==> src/rtl/eth_hdr_pkg.sv <==
// Shared types and constants for the Ethernet receive header stripper.
package eth_hdr_pkg;

  localparam int MAC_W     = 48;
  localparam int HDR_FLITS = 2;
  localparam logic [MAC_W-1:0] BCAST_MAC = 48'hFFFF_FFFF_FFFF;

  // Byte lanes of the header fields (lane 0 = bits 7:0, first on the wire)
  localparam int DST_LANE0    = 0;  // flit 0, lanes 0-5, MSB first
  localparam int SRC_HI_LANE0 = 6;  // flit 0, lanes 6-7
  localparam int SRC_LO_LANE0 = 2;  // flit 1, lanes 2-5
  localparam int DEST_LANE    = 6;  // flit 1, lane 6

  typedef struct packed {
    logic [MAC_W-1:0] dst_mac;
    logic [MAC_W-1:0] src_mac;
    logic [7:0]       dest;
  } eth_hdr_t;

  typedef enum logic [1:0] {
    ST_HDR0,
    ST_HDR1,
    ST_PAYLOAD,
    ST_DROP
  } rx_state_t;

  // Byte n of a 64-bit beat
  function automatic logic [7:0] lane(input logic [63:0] d, input int n);
    return d[8*n +: 8];
  endfunction

  // Increment that sticks at all-ones
  function automatic logic [31:0] sat_inc(input logic [31:0] c);
    return (c == 32'hFFFF_FFFF) ? c : c + 32'd1;
  endfunction

endpackage

==> src/rtl/axis_reg_slice.sv <==
// Single-entry valid/ready output register: one cycle latency, full
// throughput when the consumer is always ready.
module axis_reg_slice #(
  parameter int DATA_W = 64
) (
  input  logic                clk,
  input  logic                rst,
  input  logic [DATA_W-1:0]   in_data,
  input  logic [DATA_W/8-1:0] in_keep,
  input  logic                in_last,
  input  logic                in_valid,
  output logic                in_ready,
  output logic [DATA_W-1:0]   out_data,
  output logic [DATA_W/8-1:0] out_keep,
  output logic                out_last,
  output logic                out_valid,
  input  logic                out_ready
);

  // Accept whenever the register is empty or is being drained this cycle.
  assign in_ready = !out_valid || out_ready;

  // Load on an input transfer, otherwise clear once the held beat is taken.
  always_ff @(posedge clk) begin
    // NOTE: state is written with non-blocking assignments so every register
    // samples pre-edge values regardless of block ordering.
    if (rst) begin
      // NOTE: the data register is cleared as well, so outputs read as zero
      // after reset instead of showing stale payload.
      out_data  <= '0;
      out_keep  <= '0;
      out_last  <= 1'b0;
      out_valid <= 1'b0;
    end else if (in_valid && in_ready) begin
      out_data  <= in_data;
      out_keep  <= in_keep;
      out_last  <= in_last;
      out_valid <= 1'b1;
    end else if (out_ready) begin
      out_valid <= 1'b0;
    end
  end

endmodule

==> src/rtl/eth_rx_hdr_strip.sv <==
// Ethernet receive stage: parses two header flits, filters on destination
// MAC, strips the header and forwards payload with dest/source-MAC sideband.
module eth_rx_hdr_strip
  import eth_hdr_pkg::*;
#(
  parameter int DATA_W  = 64,
  parameter int DEST_W  = 8,
  parameter bit PROMISC = 1'b0
) (
  input  logic                clk,
  input  logic                rst,
  input  logic [MAC_W-1:0]    local_mac,
  input  logic [DATA_W-1:0]   s_data,
  input  logic [DATA_W/8-1:0] s_keep,
  input  logic                s_last,
  input  logic                s_valid,
  output logic                s_ready,
  output logic [DATA_W-1:0]   m_data,
  output logic [DATA_W/8-1:0] m_keep,
  output logic                m_last,
  output logic                m_valid,
  input  logic                m_ready,
  output logic [DEST_W-1:0]   m_dest,
  output logic [MAC_W-1:0]    m_src_mac,
  output logic [31:0]         rx_frames,
  output logic [31:0]         drop_frames
);

  rx_state_t       state, state_nxt;
  eth_hdr_t        hdr_in;
  logic [15:0]     src_hi_q;
  logic            match_q;
  logic            match_in;
  logic            sideband_busy;
  logic            hdr0_load, load_sideband;
  logic            rx_inc, drop_inc;
  logic            slice_in_valid, slice_in_ready;

  // Field view of the current beat; flit 0 supplies dst and the upper src
  // bytes, flit 1 supplies the lower src bytes and dest.
  always_comb begin
    hdr_in.dst_mac = {lane(s_data, DST_LANE0),     lane(s_data, DST_LANE0 + 1),
                      lane(s_data, DST_LANE0 + 2), lane(s_data, DST_LANE0 + 3),
                      lane(s_data, DST_LANE0 + 4), lane(s_data, DST_LANE0 + 5)};
    hdr_in.src_mac = {lane(s_data, SRC_HI_LANE0),     lane(s_data, SRC_HI_LANE0 + 1),
                      lane(s_data, SRC_LO_LANE0),     lane(s_data, SRC_LO_LANE0 + 1),
                      lane(s_data, SRC_LO_LANE0 + 2), lane(s_data, SRC_LO_LANE0 + 3)};
    hdr_in.dest    = lane(s_data, DEST_LANE);
  end

  assign match_in = PROMISC || (hdr_in.dst_mac == local_mac) ||
                    (hdr_in.dst_mac == BCAST_MAC);

  // Sideband may only change once the prior frame's final beat has left.
  assign sideband_busy = m_valid && !m_ready;

  // State register.
  always_ff @(posedge clk) begin
    if (rst) state <= ST_HDR0;
    else     state <= state_nxt;
  end

  // Next state, ingress ready and per-beat strobes.
  always_comb begin
    // NOTE: every output of this block gets a default first, so no path
    // through the case leaves a signal unassigned and infers a latch.
    state_nxt      = state;
    s_ready        = 1'b0;
    slice_in_valid = 1'b0;
    hdr0_load      = 1'b0;
    load_sideband  = 1'b0;
    rx_inc         = 1'b0;
    drop_inc       = 1'b0;
    case (state)
      ST_HDR0: begin
        s_ready = 1'b1;
        if (s_valid) begin
          hdr0_load = 1'b1;
          if (s_last) drop_inc  = 1'b1;
          else        state_nxt = ST_HDR1;
        end
      end
      ST_HDR1: begin
        s_ready = !(match_q && sideband_busy);
        if (s_valid && s_ready) begin
          if (s_last) begin
            drop_inc  = 1'b1;
            state_nxt = ST_HDR0;
          end else if (match_q) begin
            load_sideband = 1'b1;
            state_nxt     = ST_PAYLOAD;
          end else begin
            state_nxt = ST_DROP;
          end
        end
      end
      ST_PAYLOAD: begin
        s_ready        = slice_in_ready;
        slice_in_valid = s_valid;
        if (s_valid && slice_in_ready && s_last) begin
          rx_inc    = 1'b1;
          state_nxt = ST_HDR0;
        end
      end
      ST_DROP: begin
        s_ready = 1'b1;
        if (s_valid && s_last) begin
          drop_inc  = 1'b1;
          state_nxt = ST_HDR0;
        end
      end
      default: state_nxt = ST_HDR0;
    endcase
  end

  // Header capture, frame sideband and saturating frame counters.
  always_ff @(posedge clk) begin
    if (rst) begin
      src_hi_q    <= '0;
      match_q     <= 1'b0;
      m_dest      <= '0;
      m_src_mac   <= '0;
      rx_frames   <= '0;
      drop_frames <= '0;
    end else begin
      if (hdr0_load) begin
        src_hi_q <= hdr_in.src_mac[47:32];
        match_q  <= match_in;
      end
      if (load_sideband) begin
        m_dest    <= DEST_W'(hdr_in.dest);
        m_src_mac <= {src_hi_q, hdr_in.src_mac[31:0]};
      end
      if (rx_inc)   rx_frames   <= sat_inc(rx_frames);
      if (drop_inc) drop_frames <= sat_inc(drop_frames);
    end
  end

  axis_reg_slice #(.DATA_W(DATA_W)) u_out_slice (
    .clk       (clk),
    .rst       (rst),
    .in_data   (s_data),
    .in_keep   (s_keep),
    .in_last   (s_last),
    .in_valid  (slice_in_valid),
    .in_ready  (slice_in_ready),
    .out_data  (m_data),
    .out_keep  (m_keep),
    .out_last  (m_last),
    .out_valid (m_valid),
    .out_ready (m_ready)
  );

endmodule

==> config.mk <==
export PLATFORM = sky130hd
export DESIGN_NAME = eth_rx_hdr_strip
export DESIGN_NICKNAME = d
export VERILOG_FILES = /design/src/rtl/eth_hdr_pkg.sv /design/src/rtl/axis_reg_slice.sv /design/src/rtl/eth_rx_hdr_strip.sv
export SDC_FILE = /design/constraint.sdc
export NUM_CORES = 1
export LEC_CHECK = 0
export ABC_CLOCK_PERIOD_IN_PS = 2600
export CORE_UTILIZATION = 41
export DETAILED_ROUTE_END_ITERATION = 8
export PLACE_DENSITY = 0.73
export SLEW_MARGIN = 20
export SYNTH_ARGS = -nofsm -noshare
export SYNTH_HDL_FRONTEND = slang
export SYNTH_SLANG_ARGS = --single-unit
==> constraint.sdc <==
create_clock -name clk -period 2.6 [get_ports clk]
set_input_delay 0.78 -clock clk [delete_from_list [all_inputs] [get_ports clk]]
set_output_delay 0.78 -clock clk [all_outputs]
set_load 0.02 [all_outputs]
======== Word-level counts from Yosys, hierarchy flattened ========
Cells that the tools add are included.
storage, ports and cells
  flip-flop bits (word level) ............. 213
  input bits .............................. 125
  logic and storage cells ................. 70
cells by class
  add/sub/neg operators ................... 2
  equality and inequality tests ........... 12
  muxes and demuxes ....................... 25
  bitwise gates (word level) .............. 2
  reductions and logical operators ........ 18
operators by type and width
  cell                     count
  $add A32 B1 Y32 const B  2
  $eq A32 B32 Y1 const B   2
  $eq A48 B48 Y1           1
  $eq A48 B48 Y1 const B   1
  $mux W1                  16
  $mux W2                  6
  $ne A2 B2 Y1 const B     5
  $pmux W2 S4              1
  $logic_and A1 B1 Y1      7
  $pmux W1 S3              2
  $reduce_and A5 Y1        1
  $eq A2 B2 Y1 const B     2
  $reduce_and A2 Y1        2
  $logic_not A1 Y1         3
  $eq A2 B1 Y1 const B     1
  $logic_not A2 Y1         1
  $logic_or A1 B1 Y1       2
  $not A1 Y1               2
  $reduce_bool A2 Y1       1
  $reduce_or A2 Y1         1

======== Longest topological paths before layout ========
Gate-level depths: netlist (run 1).
  depth after elaboration ................. 8
  gate-level depth with buffers ........... 9

======== Modules after synthesis ========
A second synthesis (run 1) with hierarchy kept.
second synthesis, totals
  cells, all modules ...................... 1171
  area total of the unflattened synthesis .. 9882.0 sq um
modules (own cells, without submodules)
  module            times used  cells an instance  area each (sq um)  sequential area each (sq um)
  eth_rx_hdr_strip  1           835                6688.9             2782.7
  axis_reg_slice    1           336                3193.1             1481.4

======== Worst setup path before layout (run 1) ========
No wires, ideal clock.
  path type ............................... input to register
  start point ............................. input s_valid
  end point ............................... register drop_frames[27]
  library setup time ...................... 0.070 ns
  data arrival time ....................... 2.422 ns
  data required time ...................... 2.530 ns
  path slack .............................. 0.108 ns
  stages .................................. 6
  cell sequence ........................... clkbuf_1 -> nand3b_1 -> a211oi_2 -> nand4_1 -> or4_1 -> a21oi_1
between the ends
  longest elaborated chain between the ends .. 4
  elaborated cells between the ends (all ways) .. 7
ends and longest elaborated chain
  element                                        line                                             text
  start, declared                                eth_rx_hdr_strip.sv:16                           input logic s_valid,
  $logic_and A1 B1 Y1, on equally long branches  eth_rx_hdr_strip.sv:107, eth_rx_hdr_strip.sv:85
  $mux W1, on equally long branches              eth_rx_hdr_strip.sv:107, eth_rx_hdr_strip.sv:85
  $pmux W1 S3 *                                  eth_rx_hdr_strip.sv:74                           case (state)
  $reduce_and A2 Y1 (no line) *                  -
  end signal, assigned                           eth_rx_hdr_strip.sv:135                          if (drop_inc) drop_frames <= sat_inc(drop_frames);
  end, declared                                  eth_rx_hdr_strip.sv:26                           output logic [31:0] drop_frames
Mark *: on every way between the ends. The rest lies on a longest branch, timed or not.
A chain may end at the register's enable or synchronous reset.

======== Worst setup path after layout (run 1) ========
  start point ............................. register state[0]
  end point ............................... output s_ready
between the ends
  longest elaborated chain between the ends .. 3
  elaborated cells between the ends (all ways) .. 6
ends and longest elaborated chain
  element                                                  line                    text
  start, declared                                          eth_rx_hdr_strip.sv:29  rx_state_t state, state_nxt;
  start signal, assigned                                   eth_rx_hdr_strip.sv:60  else state <= state_nxt;
  $eq A2 B2 Y1 / $logic_not A2 Y1 (equally long branches)  eth_rx_hdr_strip.sv:74
  $reduce_or A2 Y1 (no line)                               -
  $pmux W1 S3 *                                            eth_rx_hdr_strip.sv:74
  end, declared                                            eth_rx_hdr_strip.sv:17  output logic s_ready,
Marks and branches as above.

==> results of run 1 <==
## layer usage
metal / vias up / global-route usage (%)
li1: 4748 / -
met1: 4509 / 33.85
met5: - / 0
met4: 0 / 9.900
met2: 327 / 42.85
met3: 62 / 7.590
## layout make-up
class | count | area (sq um)
sequential | 213 | 4267
tap | 280 | 350.3
inverter | 12 | 45.04
timing repair buffer | 413 | 3996
fill | 1935 | 7795
multi-input combinational | 862 | 4602
clock inverter | 9 | 110.1
antenna | 1 | 2.502
clock buffer | 31 | 655.6
## worst min-delay path by stage
| stage | from | to | slack (ns) | cells after the start |
|---|---|---|---|---|
| 3_3_place_gp | src_hi_q[11] | m_src_mac[43] | 0.44 | 2 |
| 5_1_grt | m_src_mac[23] | m_src_mac[23] | 0.47 | 2 |
| 2_1_floorplan | src_hi_q[0] | m_src_mac[32] | 0.43 | 2 |
| 6_report | m_src_mac[3] | m_src_mac[3] | 0.45 | 2 |
| 3_5_place_dp | src_hi_q[13] | m_src_mac[45] | 0.44 | 2 |
| 4_1_cts | src_hi_q[9] | m_src_mac[41] | 0.45 | 2 |
## metrics by stage
stage	utilization (%)	setup TNS, ns	cells	power [mW]	hold slack, ns
final	64.28	0	1821	7.296	0.4494
after global routing	64.28	0	1821	7.561	0.4695
after CTS	64.16	0	1819	7.365	0.4516
after detailed placement	60.64	-15.67	1779	4.050	0.4437
after global placement	60.64	-11.95	1779	4.043	0.4359
after floorplan	-	0	1157	3.640	0.4321
## repair_timing
item / 4_1_cts / 5_1_grt
buffers inserted: 0 / 1
pin swaps: 1 / 0
setup endpoints to repair: 1 / 8
resized for setup: 8 / 4
## cells in the mapped netlist, drive strengths merged, types with 6 or more instances
master	instances	area, sq um
a21oi	195	975.9
and4	7	61.31
buf	8	33.78
clkbuf	62	234.0
dfxtp	213	4264
ha	6	75.07
inv	12	45.04
mux2	9	101.4
nand2	316	1186
nand3	26	130.1
nand4	42	269.0
nor2	30	112.6
nor2b	12	75.07
nor3	12	65.06
nor4	10	62.56
o21ai	33	165.2
o31ai	13	97.59
or3	30	187.7
or4	19	142.6
xnor2	33	289.0
xor2	20	175.2
## critical path, stage by stage, from the launching register on
cell and delay [ns]:
dfxtp_1 0.37, inv_1 0.08, ha_1 0.31, a31oi_2 0.23
buf_4 0.18
## power by group
part	internal (mW)	switching, mW
Combinational	0.338	0.329
Clock	1.97	1.34
Sequential	3.30	0.0189
Total	5.61	1.69
## kinds of logic after synthesis
| group | after synthesis |
|---|---|
| simple gates | 533 |
| buf+inv | 82 |
| flops | 213 |
| fa+ha+maj | 6 |
| compound gates | 260 |
| xor+xnor | 53 |
| mux | 10 |
## registers in the layout, indices dropped and copies added (netlist names)
name	cells
drop_frames	32
m_dest	8
m_src_mac	48
match_q	1
rx_frames	32
src_hi_q	16
state	2
u_out_slice.out_data	64
u_out_slice.out_keep	8
u_out_slice.out_last	1
u_out_slice.out_valid	1
==> flow_summary.toml, run 1 <==
[outcome]
status = "complete, no violations"

[clock_network]
clk_path_buf_depth = 3
clkSinkCount = 213
clk_pin_slew_worst_paths_ns = 0.06
clk_latency_ns = 0.52
cts-root-buf = "clkbuf_16"
cts_tree = "built"
ctsHoldBuffers = 0
numCtsBuffers = 23
htreeDepth = 1

[yosys]
syn_nets = 1288
synthMuxAreaShare_pct = 1.219
syn-instance-count = 1157
yosysUniqueCellTypes = 48
synth-main-ff-cell = "dfxtp_1"
synth_xor_area_share_pct = 5.080
ys_seq_area_share_pct = 46.67
syn_area_sq_um = 9138
synth_fa_ha_area_share_pct = 0.8216
synth_edf_count = 0
yosys.area_share.simple_pct = 27.39
ys_seq_elements = 213
async_reset_ff_share_pct = 0
synth_compound_area_share_pct = 15.40
synth_top_family_by_area = "simple AND/OR/NAND/NOR gates"
syn_avg_cell_area_sq_um = 7.898
synth_warnings = 0

[critical_path]
reg2reg_to = "drop_frames[26]"
cp-end-kind = "output port"
worstSetupStartpointType = "flop"
crit_end = "s_ready"
regToRegStartpoint = "state[0]"
worst-r2r-cell-count = 10
required_ns = 1.82
cp.arrival_ns = 1.68
startpoint = "state[0]"
r2r_setup_slack_ns = 0.15
crit_type = "reg -> out"
critical_path.max_fanout = 4

[detailed_routing]
met1_length_mm = 12.82
via_per_inst = 5.297
wl_per_cell_um = 16.99
dr_wl_met2_mm = 14.47
firstDrtPassIters = 5
ant_nets = 0
routed_wl_mm = 30.94
maxUsedRoutingLayer = "met4"
num_vias = 9646
wl_met3_mm = 2.652
drt-initial-drc-count = 513
drc = 0

[power]
p_leak_nw = 4.714
p_per_area_nw_per_um2 = 520.1
worst_ir_drop_vdd_uv = 454.7

[floorplanning]
initial_core_util_pct = 41.87
io_pins = 320
rows = 54
die_width_um = 151.3
core_sq_um = 21820
dieArea_sq_um = 22890
fp.dieH_um = 151.3

[final_layout]
final_cell_mix = "nand2_1 (316), clkdlybuf4s50_1 (316), dfxtp_1 (211), a21oi_1 (195), buf_4 (87)"
drive_gt1_share_pct = 10.52
fin_nets = 1656
final_area_sq_um = 14030
areaGrowthSynthToFinish_pct = 53.53

[sta]
max_freq_ghz = 0.4066
setup_slack_ns = 0.1405
timing.slew.headroom_pct = 43.96
setup_violations = 0
rsz0062_at_grt = "false"
clock_skew_ns = 0.01075
period_share_pct = 94.60
fin_crit_ns = 2.460
slew_violations = 0
finalHoldViolCount = 0
worst_slew_pin_slew_ns = 0.8406

[placed_design]
gp_congestion = 0.9349
dp_hpwl_mm = 22.42
numPortBuffers = 319
placed_area_sq_um = 13230
place_ws_ns = -0.5681

[global_routing]
grtUsageTotal_pct = 26.71
overflow = 0
grt_pass1_vias = 9102
grt_first_pass_wirelength_mm = 48.09
antenna_found_initial = 1
grt_max_degree = 111

[run]
drv_cap = 0

[worst_hold_path]
hold_class = "reg -> reg"
No activity file was read; power rests on OpenSTA's default activity.
==> run 2, diff against run 1 <==
CORE_UTILIZATION = 42   (was 41)
CTS_BUF_LIST = sky130_fd_sc_hd__clkbuf_8   (was not set)
PLACE_DENSITY = 0.74   (was 0.73)
SLEW_MARGIN = 25   (was 20)
==> flow_summary.toml, run 2 (synthesis results as in run 1) <==
[outcome]
status = "complete, no violations"

[placed_design]
dpl.cell_count = 1750
gp_congestion = 0.9059
dp_hpwl_mm = 22.38
place_ws_ns = -0.5379
numPortBuffers = 319
placed_area_sq_um = 13100

[critical_path]
cp_slowest_cell = "dfxtp_1"
worstSetupStartpointType = "flop"
regToRegStartpoint = "rx_frames[1]"
crit_type = "reg -> out"
cp-end-kind = "output port"
cp.arrival_ns = 1.75
r2r_setup_slack_ns = 0.12
critPathMaxStageDelay_ns = 0.37
required_ns = 1.82
critical_path.max_fanout = 4
reg2reg_to = "rx_frames[30]"
cp_cell_sequence = "inv_1 -> ha_1 -> and4b_1 -> a31oi_2 -> buf_4"
worst-r2r-cell-count = 6

[power]
p_total_mw = 6.898
p_per_area_nw_per_um2 = 499.3
p_leak_nw = 4.618
worst_ir_drop_vdd_uv = 455.6

[clock_network]
clk_latency_ns = 0.53
clkSinkCount = 213
clk_path_buf_depth = 3
cts-root-buf = "clkbuf_8"
htreeDepth = 2
numCtsBuffers = 38
cts_tree = "built"
clk_pin_slew_worst_paths_ns = 0.06

[detailed_routing]
drc = 0
firstDrtPassIters = 5
wl_per_cell_um = 17.01
routed_wl_mm = 30.89
num_vias = 9645
drt-initial-drc-count = 460
via_per_inst = 5.311
ant_nets = 0

[final_layout]
top_regs = "u_out_slice.out_data x64, m_src_mac x48"
top_register = "u_out_slice.out_data"
antennaDiodeCount = 0
drive_gt1_share_pct = 9.734
fin_nets = 1649
final_cell_mix = "nand2_1 (316), clkdlybuf4s50_1 (316), dfxtp_1 (213), a21oi_1 (195), buf_4 (61)"
final_area_sq_um = 13810
final_util_pct = 65.30
largest_reg_flops = 64
areaGrowthSynthToFinish_pct = 51.18
final_cells = 1816

[global_routing]
antenna_found_initial = 0
grtUsageTotal_pct = 27.16
grt_pass1_vias = 8978
grt_first_pass_wirelength_mm = 47.89
grt_max_degree = 102
overflow = 0

[sta]
clock_skew_ns = 0.01600
setup_slack_ns = 0.07323
rsz0062_at_grt = "false"
timing.slew.headroom_pct = 46.12
finalHoldViolCount = 0
hold-worst-slack_ns = 0.4480
period_share_pct = 97.18
fin_crit_ns = 2.527
max_freq_ghz = 0.3958
slew_violations = 0
setup_violations = 0
worst_slew_pin_slew_ns = 0.7981
setup_tns_ns = 0

[floorplanning]
io_pins = 320
initial_core_util_pct = 43.20
rows = 53
core_sq_um = 21150
die_width_um = 149.5
dieArea_sq_um = 22350
fp.dieH_um = 149.5

[worst_hold_path]
whs_path_depth = 2
min_to = "m_src_mac[33]"
hold_class = "reg -> reg"
min_from = "src_hi_q[1]"

[run]
drv_cap = 0
-- run 2: cell types whose count changed in the layout (fill, tap and decap cells not counted), sizes merged --
cell / previous run / this run
inv: 13 / 27
clkbuf: 31 / 44
bufinv: 2 / 0
diode: 1 / 0
buf: 96 / 74
clkinv: 6 / 4
-- run 2: layout make-up --
class	count	area [sq um]
clock buffer	44	605.6
clock inverter	19	86.33
fill	1818	7340
inverter	12	45.04
multi-input combinational	862	4588
sequential	213	4264
tap	275	344.1
timing repair buffer	391	3881
-- run 2: worst max-delay path, delay by kind of cell (launching register included) --
kind                       cells  cell delay [ns]
buffers and inverters          2             0.26
adders and majority gates      1             0.22
DFF                            1             0.37
AOI/OAI and AO/OA              1             0.17
and+or+nand+nor                1             0.21
-- run 2: how the worst max path moves through the flow --
stage,from,endpoint,slack (ns),cells after the start
floorplan,s_valid,drop_frames[27],0.11,6
global placement,m_ready,s_ready,-0.50,5
detailed placement,m_ready,s_ready,-0.54,5
CTS,state[1],s_ready,0.007,5
global route,state[1],drop_frames[26],0.004,9
finish,state[1],s_ready,0.07,5
-- run 2: per-layer routing --
layer,vias to the layer above,GRT usage (%),routed length [um]
li1,4729,-,-
met1,4492,34.47,13150
met2,356,43.47,14240
met3,68,7.866,2524
met4,0,9.898,963
met5,-,0,0
-- run 2: where the power goes --
part | total, mW | switching (mW) | internal, mW
Sequential | 3.32 | 0.0215 | 3.30
Combinational | 0.661 | 0.323 | 0.338
Clock | 2.91 | 1.38 | 1.54
Total | 6.90 | 1.72 | 5.18
-- run 2: timing repair --
item | CTS | global route
hold buffers | 0 | 0
pin swaps | 1 | 1
gates resized for setup | 6 | 2
setup endpoints to repair | 1 | 4
buffers inserted | 0 | 3
==> RTL change 1, RTL diff (settings of run 2) <==
Encoding of `rx_state_t`: now Gray code (2 bits for 4 states).
--- a/src/rtl/eth_hdr_pkg.sv
+++ b/src/rtl/eth_hdr_pkg.sv
@@ -19,8 +19,8 @@
 
   typedef enum logic [1:0] {
-    ST_HDR0,
-    ST_HDR1,
-    ST_PAYLOAD,
-    ST_DROP
+    ST_HDR0    = 2'b00,
+    ST_HDR1    = 2'b01,
+    ST_PAYLOAD = 2'b11,
+    ST_DROP    = 2'b10
   } rx_state_t;
 
Check against the original RTL: same outputs for any inputs over 4 cycles, from zero or initial values and one cycle with rst high; so few cycles prove little.
==> RTL change 1 against run 2 <==
- sequential cell count stayed put
- wire length is 3.5% higher
- synthesized area is 0.75% lower
- cell area is 0.53% higher
- worst hold slack better by 0.93 ps
- largest power group unchanged
- clock skew hardly changed
- via count is 1.6% higher
- clock power is 7% higher
- total power is 0.56% higher
- die area is 0.75% lower
- non-clock buffer count is 18 higher
- setup slack worse by 2.7 ps
==> RTL change 1: results (changes against run 2) <==
[placed_design]
post-place-ws_ps = -295.5  ; was -537.9 ps
place_inst = 1759  ; was 1750
place_congestion = 0.9029  ; was 0.9059

[timing]
slew_headroom = 0.4032  ; was 0.4612
fin_skew_ps = 16.09  ; was 16.00 ps

[synthesis]
synth_cell_types = 50  ; was 48
ys_top_cells_by_area = dfxtp_1 (47%), nand2_1 (14%), a21oi_1 (11%), nand4_1 (2.6%), xnor2_1 (2.6%)  ; was dfxtp_1 (47%), nand2_1 (13%), a21oi_1 (11%), xnor2_1 (3.2%), nand4_1 (2.8%)
ys_seq_area_frac = 0.4702  ; was 0.4667
synth_cells = 1145  ; was 1157
synthTopCellsByCount = nand2_1 (329), dfxtp_1 (213), a21oi_1 (198), clkbuf_1 (59), nand4_1 (38)  ; was nand2_1 (316), dfxtp_1 (213), a21oi_1 (195), clkbuf_1 (61), nand4_1 (41)

[global_route]
grt_pass1_wl_mm = 49.37  ; was 47.89 mm
grt.total_usage = 0.2828  ; was 0.2716
grt_start_max_net_pins = 80  ; was 102
antenna_found_initial = 5  ; was 0

[layout]
drive_above_1_share = 0.1065  ; was 0.09734
layout.nets = 1652  ; was 1649
nFillCells = 1823  ; was 1818

[worst_hold_path]
min_to = m_src_mac[47]  ; was m_src_mac[33]
min_from = src_hi_q[15]  ; was src_hi_q[1]

[detailed_routing]
dr_total_vias = 9799  ; was 9645
wl_mm = 31.97  ; was 30.89 mm

[critical_path]
slowest_delay_ps = 410  ; was 370 ps
reg2reg_to = drop_frames[1]  ; was rx_frames[30]
cp_max_fo = 2  ; was 4
r2r-start = drop_frames[15]  ; was rx_frames[1]
slowest_stage = clkdlybuf4s50_1  ; was dfxtp_1

[power]
p_leak_uw = 0.004694  ; was 0.004618 uW

[outcome]
status = completed  ; unchanged

RTL change 1: routing by layer:
layer / part of all wire / global-route usage / vias up
met5: 0 / 0 / -
met4: 0.049 / 0.1668 / 0
met2: 0.49 / 0.4847 / 382
met3: 0.091 / 0.08563 / 92
li1: - / - / 4755
met1: 0.37 / 0.3075 / 4570
RTL change 1: final cells by class:
type,count,share of cell area
Antenna cell,5,0.0009010
Clock buffer,50,0.04955
Clock inverter,15,0.004595
Inverter,9,0.002433
Multi-Input combinational cell,854,0.3257
Sequential cell,213,0.3071
Tap cell,275,0.02478
Timing Repair Buffer,409,0.2850
RTL change 1: critical path: cells and delay by family:
family,cells,cell delay [ps]
AO/OA/AOI/OAI,1,100
buffers and inverters,2,720
AND/OR/NAND/NOR,1,150
RTL change 1: kinds of logic (layout without fill, tap and decap cells):
group / count (synthesis) / after routing / synth area share
and+or+nand+nor: 528 / 528 / 0.2714
AOI/OAI and AO/OA: 262 / 263 / 0.1585
DFF: 213 / 213 / 0.4702
buffers and inverters: 79 / 483 / 0.03587
xor gates and xnor gates: 54 / 54 / 0.05215
muxes: 7 / 7 / 0.009106
adders and majority gates: 2 / 2 / 0.002759
other: 0 / 5 / 0
RTL change 1: worst max path at each step:
stage,start,endpoint,slack (ps)
final,m_ready,s_ready,70
after global routing,m_ready,s_ready,4
after CTS,m_ready,s_ready,40
after detailed placement,m_ready,rx_frames[5],-300
after global placement,m_ready,rx_frames[8],-250
after floorplan,s_valid,rx_frames[13],120
RTL change 1: timing repair:
action                     CTS  global route
setup endpoints to repair    5             3
resized for setup            1             2
cloned                       1             0
pin swaps                    1             0
RTL change 1: power by group:
part	switching, uW	internal (uW)	total [uW]
logic	253	282	534
clock network	1390	1710	3100
registers	14.3	3290	3300
total	1660	5280	6940
RTL change 1: stage by stage:
step           area (um^2)  total power [uW]
6_report             13890              6937
4_1_cts              13860              6997
5_1_grt              13890              7178
3_3_place_gp         13100              3898
3_5_place_dp         13100              3901
2_1_floorplan         9069              3545
==> RTL change 2, RTL diff (flow settings as in run 2) <==
Made on the original files. `DEST_W`: 8 -> 6.
--- a/src/rtl/eth_rx_hdr_strip.sv
+++ b/src/rtl/eth_rx_hdr_strip.sv
@@ -5,5 +5,5 @@
 #(
   parameter int DATA_W  = 64,
-  parameter int DEST_W  = 8,
+  parameter int DEST_W  = 6,
   parameter bit PROMISC = 1'b0
 ) (
Ports: changed (resized m_dest); port bits go from 320 to 318. No check against the original RTL was run, so the function may have changed too.
==> RTL change 2 against run 2 <==
- setup slack gained 38 ps
- core utilization is essentially flat
- wire length grew 3.6%
- cell area grew 0.27%
- critical path depth is the same
- total power grew 0.17%
- sequential cell count shrank 2
- first-iteration DRC count grew 15%
- synthesized area grew 0.67%
- critical path type unchanged
- critical endpoint unchanged
- largest power group unchanged
==> RTL change 2: results (changes against run 2) <==
[synthesis]
synthTopCellsByCount = nand2_1 (319), dfxtp_1 (211), a21oi_1 (199), clkbuf_1 (62), nand4_1 (41)  ; was nand2_1 (316), dfxtp_1 (213), a21oi_1 (195), clkbuf_1 (61), nand4_1 (41)
ys_seq_area_frac = 0.4592  ; was 0.4667
ys_top_cells_by_area = dfxtp_1 (46%), nand2_1 (13%), a21oi_1 (11%), xnor2_1 (3.0%), nand4_1 (2.8%)  ; was dfxtp_1 (47%), nand2_1 (13%), a21oi_1 (11%), xnor2_1 (3.2%), nand4_1 (2.8%)
synth-compound-area-share = 0.1627  ; was 0.1540
yosys.area_share.xor_xnor = 0.04570  ; was 0.05080

[placed_design]
numPortBuffers = 317  ; was 319
place_congestion = 0.8574  ; was 0.9059
place_inst = 1768  ; was 1750

[critical_path]
reg2reg_depth = 9  ; was 6
worstPathArrival_ps = 1710  ; was 1750 ps
reg2reg_to = drop_frames[20]  ; was rx_frames[30]
rrSetupSlack_ps = 190  ; was 120 ps

[global_route]
use_met3 = 0.06463  ; was 0.07866
met1_usage = 0.3359  ; was 0.3447
use_met2 = 0.4771  ; was 0.4347
grt_start_max_net_pins = 74  ; was 102
grt_pass1_wl_mm = 50.23  ; was 47.89 mm

[power]
p_leak_uw = 0.004582  ; was 0.004618 uW

[worst_hold_path]
min_from = src_hi_q[9]  ; was src_hi_q[1]
min_to = m_src_mac[41]  ; was m_src_mac[33]

[detailed_routing]
first_iter_violations = 529  ; was 460
dr_total_vias = 9869  ; was 9645
wl_per_cell_um = 17.49  ; was 17.01 um
wl_met3_mm = 2.302  ; was 2.524 mm
drt_pre_antenna_iters = 4  ; was 5

[cts]
ctsResizeCount = 8  ; was 6
cts_buffers = 39  ; was 38

[timing]
fmax_ghz = 0.4019  ; was 0.3958 GHz
slew_headroom = 0.6151  ; was 0.4612

[outcome]
status = completed  ; unchanged

[layout]
drive_above_1_share = 0.1018  ; was 0.09734
layout.nets = 1665  ; was 1649

-- RTL change 2: changes by cell type after synthesis, sizes merged, moves of 5 or more --
cell / delta
nor2: -8
nor3: -5
nor4: +7
o21ai: -5
o31ai: +15
or4: +12
-- RTL change 2: metrics by stage --
stage	TNS (ps)	hold slack [ps]	total power [uW]
6_report	0	447.3	6910
3_3_place_gp	-11230	436.2	4056
2_1_floorplan	0	432.1	3629
3_5_place_dp	-13510	441.5	4064
5_1_grt	0	459.3	7181
4_1_cts	0	445.1	6973
-- RTL change 2: final cells by class --
class                      count  area, um^2
fill                        1843        7368
multi-input combinational    868        4679
sequential                   211        4224
timing repair buffer         399        3849
clock buffer                  46       633.1
tap                          275       344.1
clock inverter                13       58.81
inverter                      15       56.30
antenna                        3       7.507
-- RTL change 2: cell families after synthesis --
logic type                 after synthesis
DFF                                    211
muxes                                    7
adders and majority gates                6
AOI/OAI and AO/OA                      273
buffers and inverters                   84
xor gates and xnor gates                48
and+or+nand+nor                        534
